### config.mk
export PLATFORM = sky130hd
export DESIGN_NAME = gpio_subsys_top
export DESIGN_NICKNAME = d
export VERILOG_FILES = /design/src/rtl/gpio_subsys_pkg.sv /design/src/rtl/gpio_sync2.sv /design/src/rtl/gpio_subsys_top.sv
export SDC_FILE = /design/constraint.sdc
export NUM_CORES = 1
export LEC_CHECK = 0
export ABC_AREA = 0
export BUFFER_PORTS_ARGS = -buffer_cell sky130_fd_sc_hd__buf_2
export CAP_MARGIN = 20
export CORE_ASPECT_RATIO = 2
export CORE_MARGIN = 2
export CORE_UTILIZATION = 25
export CTS_CLUSTER_SIZE = 16
export DETAILED_ROUTE_END_ITERATION = 12
export SLEW_MARGIN = 10
export SYNTH_ARGS = -nofsm -noshare
export SYNTH_HDL_FRONTEND = slang
export SYNTH_SLANG_ARGS = --single-unit
### constraint.sdc
create_clock -name sys_clk -period 7.15 [get_ports sys_clk]
set_input_delay 2.145 -clock sys_clk [delete_from_list [all_inputs] [get_ports sys_clk]]
set_output_delay 2.145 -clock sys_clk [all_outputs]
set_load 0.02 [all_outputs]
### src/rtl/gpio_subsys_pkg.sv
// Shared register map, defaults and byte-strobe helper for the GPIO subsystem.
package gpio_subsys_pkg;

  localparam logic [7:0] GPIO_DOUT_OFS = 8'h00;
  localparam logic [7:0] GPIO_DIR_OFS  = 8'h04;
  localparam logic [7:0] GPIO_DIN_OFS  = 8'h08;
  localparam logic [7:0] GPIO_SET_OFS  = 8'h0C;
  localparam logic [7:0] GPIO_CLR_OFS  = 8'h10;
  localparam logic [7:0] GPIO_TOG_OFS  = 8'h14;
  localparam logic [7:0] GPIO_EDGE_OFS = 8'h18;
  localparam logic [7:0] GPIO_ID_OFS   = 8'h1C;

  localparam logic [31:0] GPIO_ID_DEFAULT = 32'h4750_494F;

  typedef struct packed {
    logic        write;
    logic [23:0] addr;
    logic [31:0] wdata;
    logic [3:0]  wstrb;
  } gpio_req_t;

  // Bytes of wdata with their strobe set replace the matching bytes of cur.
  function automatic logic [31:0] wstrb_merge(input logic [31:0] cur,
                                              input logic [31:0] wdata,
                                              input logic [3:0]  wstrb);
    logic [31:0] res;
    res = cur;
    for (int b = 0; b < 4; b++)
      if (wstrb[b]) res[8*b +: 8] = wdata[8*b +: 8];
    return res;
  endfunction

endpackage

### src/rtl/gpio_sync2.sv
// Parameterised-width two-flop synchronizer, synchronous active-low reset.
module gpio_sync2 #(
  parameter int WIDTH = 32
) (
  input  logic             clk,
  input  logic             rst_n,
  input  logic [WIDTH-1:0] d,
  output logic [WIDTH-1:0] q
);

  logic [WIDTH-1:0] meta;

  always_ff @(posedge clk) begin
    if (!rst_n) begin
      meta <= '0;
      q    <= '0;
    end else begin
      meta <= d;
      q    <= meta;
    end
  end

endmodule

### src/rtl/gpio_subsys_top.sv
// GPIO register block behind a valid/ready slave port. Define GPIO_SUBSYS_PADS_EN
// to bring gpio_in/gpio_out/gpio_oe out; otherwise inputs loop back from DOUT & DIR.
module gpio_subsys_top
  import gpio_subsys_pkg::*;
#(
  parameter int          NGPIO    = 32,
  parameter logic [31:0] ID_VALUE = GPIO_ID_DEFAULT
) (
  input  logic             sys_clk,
  input  logic             rst_n,
  input  logic             bus_valid,
  input  logic [23:0]      bus_addr,
  input  logic             bus_write,
  input  logic [31:0]      bus_wdata,
  input  logic [3:0]       bus_wstrb,
  output logic [31:0]      bus_rdata,
  output logic             bus_ready
`ifdef GPIO_SUBSYS_PADS_EN
  ,
  input  logic [NGPIO-1:0] gpio_in,
  output logic [NGPIO-1:0] gpio_out,
  output logic [NGPIO-1:0] gpio_oe
`endif
);

  localparam logic [32:0] ONE33     = 33'd1;
  localparam logic [31:0] LINE_MASK = 32'((ONE33 << NGPIO) - ONE33);

  gpio_req_t   req;
  logic        accept, in_page, wr_en;
  logic [7:0]  ofs;
  logic [31:0] wmask, rd_data;
  logic [31:0] dout, dir, edge_lat, din, din_prev;
  logic [31:0] dout_nxt, dir_nxt, edge_clr, edge_nxt;
  logic [NGPIO-1:0] pad_in, din_n;
  logic        unused_bits;

  assign req = '{write: bus_write, addr: bus_addr, wdata: bus_wdata, wstrb: bus_wstrb};

  // A request is taken only while no completion pulse is out, giving 2-cycle accesses.
  assign accept      = bus_valid & ~bus_ready;
  assign in_page     = (req.addr[23:8] == 16'h0);
  assign ofs         = {req.addr[7:2], 2'b00};
  assign wr_en       = accept & req.write & in_page;
  assign wmask       = wstrb_merge(32'h0, req.wdata, req.wstrb) & LINE_MASK;
  assign unused_bits = ^req.addr[1:0];

`ifdef GPIO_SUBSYS_PADS_EN
  assign pad_in   = gpio_in;
  assign gpio_out = dout[NGPIO-1:0];
  assign gpio_oe  = dir[NGPIO-1:0];
`else
  assign pad_in   = dout[NGPIO-1:0] & dir[NGPIO-1:0];
`endif

  gpio_sync2 #(.WIDTH(NGPIO)) u_sync (
    .clk   (sys_clk),
    .rst_n (rst_n),
    .d     (pad_in),
    .q     (din_n)
  );

  assign din = 32'(din_n);

  always_comb begin
    dout_nxt = dout;
    dir_nxt  = dir;
    edge_clr = 32'h0;
    if (wr_en) begin
      case (ofs)
        GPIO_DOUT_OFS: dout_nxt = wstrb_merge(dout, req.wdata, req.wstrb) & LINE_MASK;
        GPIO_DIR_OFS:  dir_nxt  = wstrb_merge(dir, req.wdata, req.wstrb) & LINE_MASK;
        GPIO_SET_OFS:  dout_nxt = dout | wmask;
        GPIO_CLR_OFS:  dout_nxt = dout & ~wmask;
        GPIO_TOG_OFS:  dout_nxt = dout ^ wmask;
        GPIO_EDGE_OFS: edge_clr = wmask;
        default: ;
      endcase
    end
    // Rising edges are ORed in after the clear so a coincident set survives.
    edge_nxt = (edge_lat & ~edge_clr) | (din & ~din_prev);
  end

  always_comb begin
    rd_data = 32'h0;
    if (in_page) begin
      case (ofs)
        GPIO_DOUT_OFS: rd_data = dout;
        GPIO_DIR_OFS:  rd_data = dir;
        GPIO_DIN_OFS:  rd_data = din;
        GPIO_EDGE_OFS: rd_data = edge_lat;
        GPIO_ID_OFS:   rd_data = ID_VALUE;
        default:       rd_data = 32'h0;
      endcase
    end
  end

  always_ff @(posedge sys_clk) begin
    if (!rst_n) begin
      dout      <= 32'h0;
      dir       <= 32'h0;
      edge_lat  <= 32'h0;
      din_prev  <= 32'h0;
      bus_ready <= 1'b0;
      bus_rdata <= 32'h0;
    end else begin
      dout      <= dout_nxt;
      dir       <= dir_nxt;
      edge_lat  <= edge_nxt;
      din_prev  <= din;
      bus_ready <= accept;
      bus_rdata <= (accept && !req.write) ? rd_data : 32'h0;
    end
  end

endmodule

# Word level (Yosys, flattened, before mapping)
# Index checks and enable logic that the tools add are counted.
# op_classes
n_eq_ne	11
muxes	12
n_bitwise	14
n_reduce_logical	14
# op_table
cell	n
32-bit case mux with 5 select lines	1
32-bit AND	4
32-bit case mux with 4 select lines	1
32-bit NOT	3
32-bit 2-to-1 mux	2
8-bit 2-to-1 mux	8
32-bit bitwise OR	2
32-bit bitwise XOR	1
3-bit AND reduction	9
6-bit by 3-bit == test with 1-bit output, second input constant	4
16-bit logical NOT	1
6-bit by 2-bit == test with 1-bit output, second input constant	2
8-bit logical NOT	1
2-bit != test, second input constant	4
6-bit by 1-bit == test with 1-bit output, second input constant	1
4-bit nonzero test	1
1-bit AND	3
1-bit logical AND	1
1-bit logical NOT	1
1-bit NOT	1
# word_totals
ff_bits	225
output_inout_bits	33
word_cells	65

# Logic depth before layout (Yosys ltp)
# logic_depth
ltp_word	8
depth_mapped	8
mapped_depth_nobuf	6

# Hierarchy
# From an unflattened synthesis, not the netlist that was laid out.
# unflattened
hier_cells	1036
hier_area_um2	10055.9
# modules_own_cells
module	n_inst	cells_each	area_per_inst_um2
gpio_subsys_top	1	902	8264.2
gpio_sync2	1	134	1791.7

# Worst setup path after synthesis
# OpenSTA, ideal clock, no wires.
# synth_timing
kind	input-to-reg
startpoint	input bus_addr[9]
endpoint	register dout[0]
arrival_time_ns	3.828
required_ns	7.004
slack_ns	3.176
cell_stages	7
n_path_buf	2
path_cell_list	or4_1 nor4_4 o2111a_1 buf_6 and2_1 buf_4 a211oi_2
# synth_between
elab_chain_len	3
# synth_rtl
element	line	text
start, declared	gpio_subsys_top.sv:12	input logic [23:0] bus_addr,
16-bit logical NOT	gpio_subsys_top.sv:42	assign in_page = (req.addr[23:8] == 16'h0);
1-bit AND	gpio_subsys_top.sv:44	assign wr_en = accept & req.write & in_page;
3-bit AND reduction (no line)	-	
end signal, assigned	gpio_subsys_top.sv:107	dout <= dout_nxt;
end, declared	gpio_subsys_top.sv:33	logic [31:0] dout, dir, edge_lat, din, din_prev;
# No other way between the ends.
# A chain may end at the register's enable or synchronous reset.

# Worst setup path after layout
# layout_timing
startpoint	input bus_addr[13]
endpoint	register dout[6]
# The elaborated chain is that of the path after synthesis.

==> impl_metrics.sql <==
INSERT INTO impl_metrics (metric_group, metric, value, unit) VALUES
('floorplanning', 'floorplan.die.height', '286', 'microns'),
('grt', 'grt_pass1_vias', '7853', ''),
('place', 'io_buffer_count', '94', ''),
('synth', 'syn-mean-instance-area', '9.54', 'sq um'),
('synth', 'ys_ff_latch', '225', ''),
('status', 'outcome', 'finished, final reports clean', ''),
('floorplanning', 'core-area', '39400', 'sq um'),
('setup_path', 'required', '7.51', 'ns'),
('sta', 'totalNegativeSetupSlack', '0', 'ns'),
('cells_and_area', 'mostFrequentLayoutCells', 'dfxtp_1 (225), a21oi_1 (118), buf_2 (94)', ''),
('synth', 'netlist_top_cells_area', 'dfxtp_1 (45%), ha_1 (8.0%), mux2i_1 (6.4%)', ''),
('route', 'detail-route-antenna-nets', '0', ''),
('sta', 'slew_of_the_pin_with_the_lowest_slew_margin', '0.868', 'ns'),
('setup_path', 'critical_path.reg2reg.startpoint', 'bus_ready', ''),
('sta', 'report.final.hold_viol_count', '0', ''),
('clock_tree', 'cts_tree', 'built', ''),
('floorplanning', 'floorplan.initialDensity', '0.253', ''),
('cells_and_area', 'final_util', '0.294', ''),
('setup_path', 'critPathLaunchType', 'primary input', ''),
('place', 'gpl.final_weighted_congestion', '0.746', ''),
('setup_path', 'crit_path_slowest_cell', 'or4_4', ''),
('grt', 'first_pass_grt_wire_length', '43.0', 'mm'),
('clock_tree', 'path_clk_slew', '0.07', 'ns'),
('setup_path', 'critical_path_peak_fanout', '36', ''),
('clock_tree', 'tritoncts.num_buffers', '20', ''),
('setup_path', 'critPathCaptureType', 'register', ''),
('run', 'max_cap_viol_count', '0', ''),
('clock_tree', 'cts.repair_timing.setup_buffer_count', '0', ''),
('grt', 'globalRouteTotalUtil', '0.128', ''),
('sta', 'final.hold.worst_slack', '0.424', 'ns'),
('synth', 'number_of_synthesized_flops_with_an_enable_pin', '0', ''),
('synth', 'number_of_synthesis_warnings', '0', ''),
('sta', 'maxSlewHeadroom', '0.418', ''),
('setup_path', 'worstSetupStartpoint', 'bus_addr[13]', ''),
('floorplanning', 'die_w', '145', 'microns'),
('route', 'detail_route.vias_per_cell', '4.76', ''),
('clock_tree', 'postCtsHoldBufs', '0', ''),
('synth', 'asyncSetResetFlopFracSynth', '0', ''),
('sta', 'drv_slew', '0', ''),
('sta', 'period_minus_slack', '4.38', 'ns'),
('setup_path', 'timing.critical_path.cells', 'buf_2 -> or4_4 -> nor4_4 -> o2111a_1 -> buf_4 -> and2_1 -> a211oi_2', ''),
('pwr', 'worst_ir_drop_vdd', '0.000109', 'V'),
('cells_and_area', 'layout.nets', '1234', ''),
('floorplanning', 'top_level_ports', '97', ''),
('cells_and_area', 'drive_above_1_share', '0.171', ''),
('route', 'drtPass1Iterations', '4', ''),
('sta', 'final_min_period_over_clock_period', '0.613', ''),
('clock_tree', 'clkSinkCount', '225', ''),
('route', 'routed-via-count', '7814', ''),
('min_path', 'holdCritPathClass', 'register to register', ''),
('setup_path', 'critical_path.max_stage_delay', '0.55', 'ns'),
('clock_tree', 'htreeDepth', '1', ''),
('pwr', 'power.density', '220', 'nW/um^2'),
('synth', 'synth_top_area_frac', '0.452', ''),
('pwr', 'leakagePower', '4.78', 'nW'),
('cells_and_area', 'final.fill_count', '4199', ''),
('route', 'initialDrtViolationCount', '415', ''),
('synth', 'synth_seq_area_share', '0.452', ''),
('clock_tree', 'clock-root-buffer', 'clkbuf_16', ''),
('synth', 'postSynthCellCount', '1045', ''),
('grt', 'antenna_found_initial', '4', ''),
('sta', 'worst_clock_skew', '0.0237', 'ns'),
('cells_and_area', 'area_growth', '16.2', '%'),
('route', 'post_drt_wl_per_cell', '16.7', 'microns'),
('min_path', 'hold_start', 'u_sync.meta[5]', ''),
('setup_path', 'cp.arrival', '4.74', 'ns'),
('place', 'dp.cells', '1609', ''),
('grt', 'globalRoute.totalOverflow', '0', ''),
('clock_tree', 'cts_resized', '0', ''),
('sta', 'rsz_0062_raised_after_global_routing', 'no', ''),
('clock_tree', 'clock_tree.buffer_depth', '3', '');
[routing by layer]
layer	GRT usage	vias up	share of wire
li1	-	3775	-
met1	0.138	3828	0.40
met2	0.245	160	0.54
met3	0.0202	45	0.039
met4	0.0502	6	0.026
met5	0	-	0.0013
[final timing paths]
kind	end	slack [ns]	depth (start not counted)
worst min-delay path	u_sync.q[5]	0.42	1
worst max-delay path	dout[6]	2.77	7
worst min register to register	u_sync.q[5]	0.42	1
worst max register to register	bus_rdata[6]	4.68	5
[worst max-delay path, delay by kind of cell]
kind,cells,cell delay (ns)
AOI/OAI and AO/OA,2,0.40
buffers and inverters,2,0.55
and+or+nand+nor,3,1.62
[cell usage after synthesis (3+ instances only)]
library cell    n
buf_2           8
a21oi_2        10
dfxtp_1       225
buf_1           3
buf_4           4
clkbuf_1       49
and3_1         32
mux2i_1        64
nand2b_1        5
nor2_1         65
a21oi_1       118
a221oi_1       13
nand3_1         5
inv_1          33
nand4_2         4
ha_1           64
o21ai_0        33
nand2_1        50
a22oi_1        36
nor2b_1        66
buf_6           3
o22ai_1        32
or4_1           4
and2_1         69
a211oi_2       30
[final cells by class]
class	count	area, sq um	share of cell area
Clock buffer	26	574	0.0496
Multi-Input combinational cell	718	5030	0.434
Antenna cell	1	2.50	0.000216
Timing Repair Buffer	107	572	0.0493
Sequential cell	225	4500	0.389
Tap cell	525	657	0.0567
Clock inverter	7	116	0.0100
Inverter	34	128	0.0110
[registers in the layout, indices dropped and copies added (netlist names)]
name         flops
bus_rdata       32
din_prev        32
dir             32
dout            32
edge_lat        32
u_sync.meta     32
u_sync.q        32
bus_ready        1
[where the power goes]
group          internal [mW]  switching, mW  total [mW]  leakage (nW)
Sequential              1.25       0.000380        1.25          1.81
Combinational         0.0420         0.0808       0.123          2.63
Clock                  0.676          0.499        1.17         0.338
[logic make-up (layout without fill, tap and decap cells)]
| family | count (synthesis) | after routing | synth area share |
|---|---|---|---|
| AOI/OAI and AO/OA | 278 | 278 | 0.186 |
| other | 0 | 1 | 0 |
| and+or+nand+nor | 312 | 312 | 0.173 |
| DFF | 225 | 225 | 0.452 |
| buffers and inverters | 102 | 174 | 0.0448 |
| adders and majority gates | 64 | 64 | 0.0803 |
| muxes | 64 | 64 | 0.0642 |
[stage by stage]
stage | area [sq um] | setup slack [ns] | total power [mW]
4_1_cts | 11600 | 2.77 | 2.58
3_3_place_gp | 10900 | 2.17 | 1.40
6_report | 11600 | 2.77 | 2.55
3_5_place_dp | 10900 | 2.26 | 1.40
2_1_floorplan | 9970 | 3.18 | 1.35
5_1_grt | 11600 | 2.62 | 2.63
(Power assumes the default switching activity.)
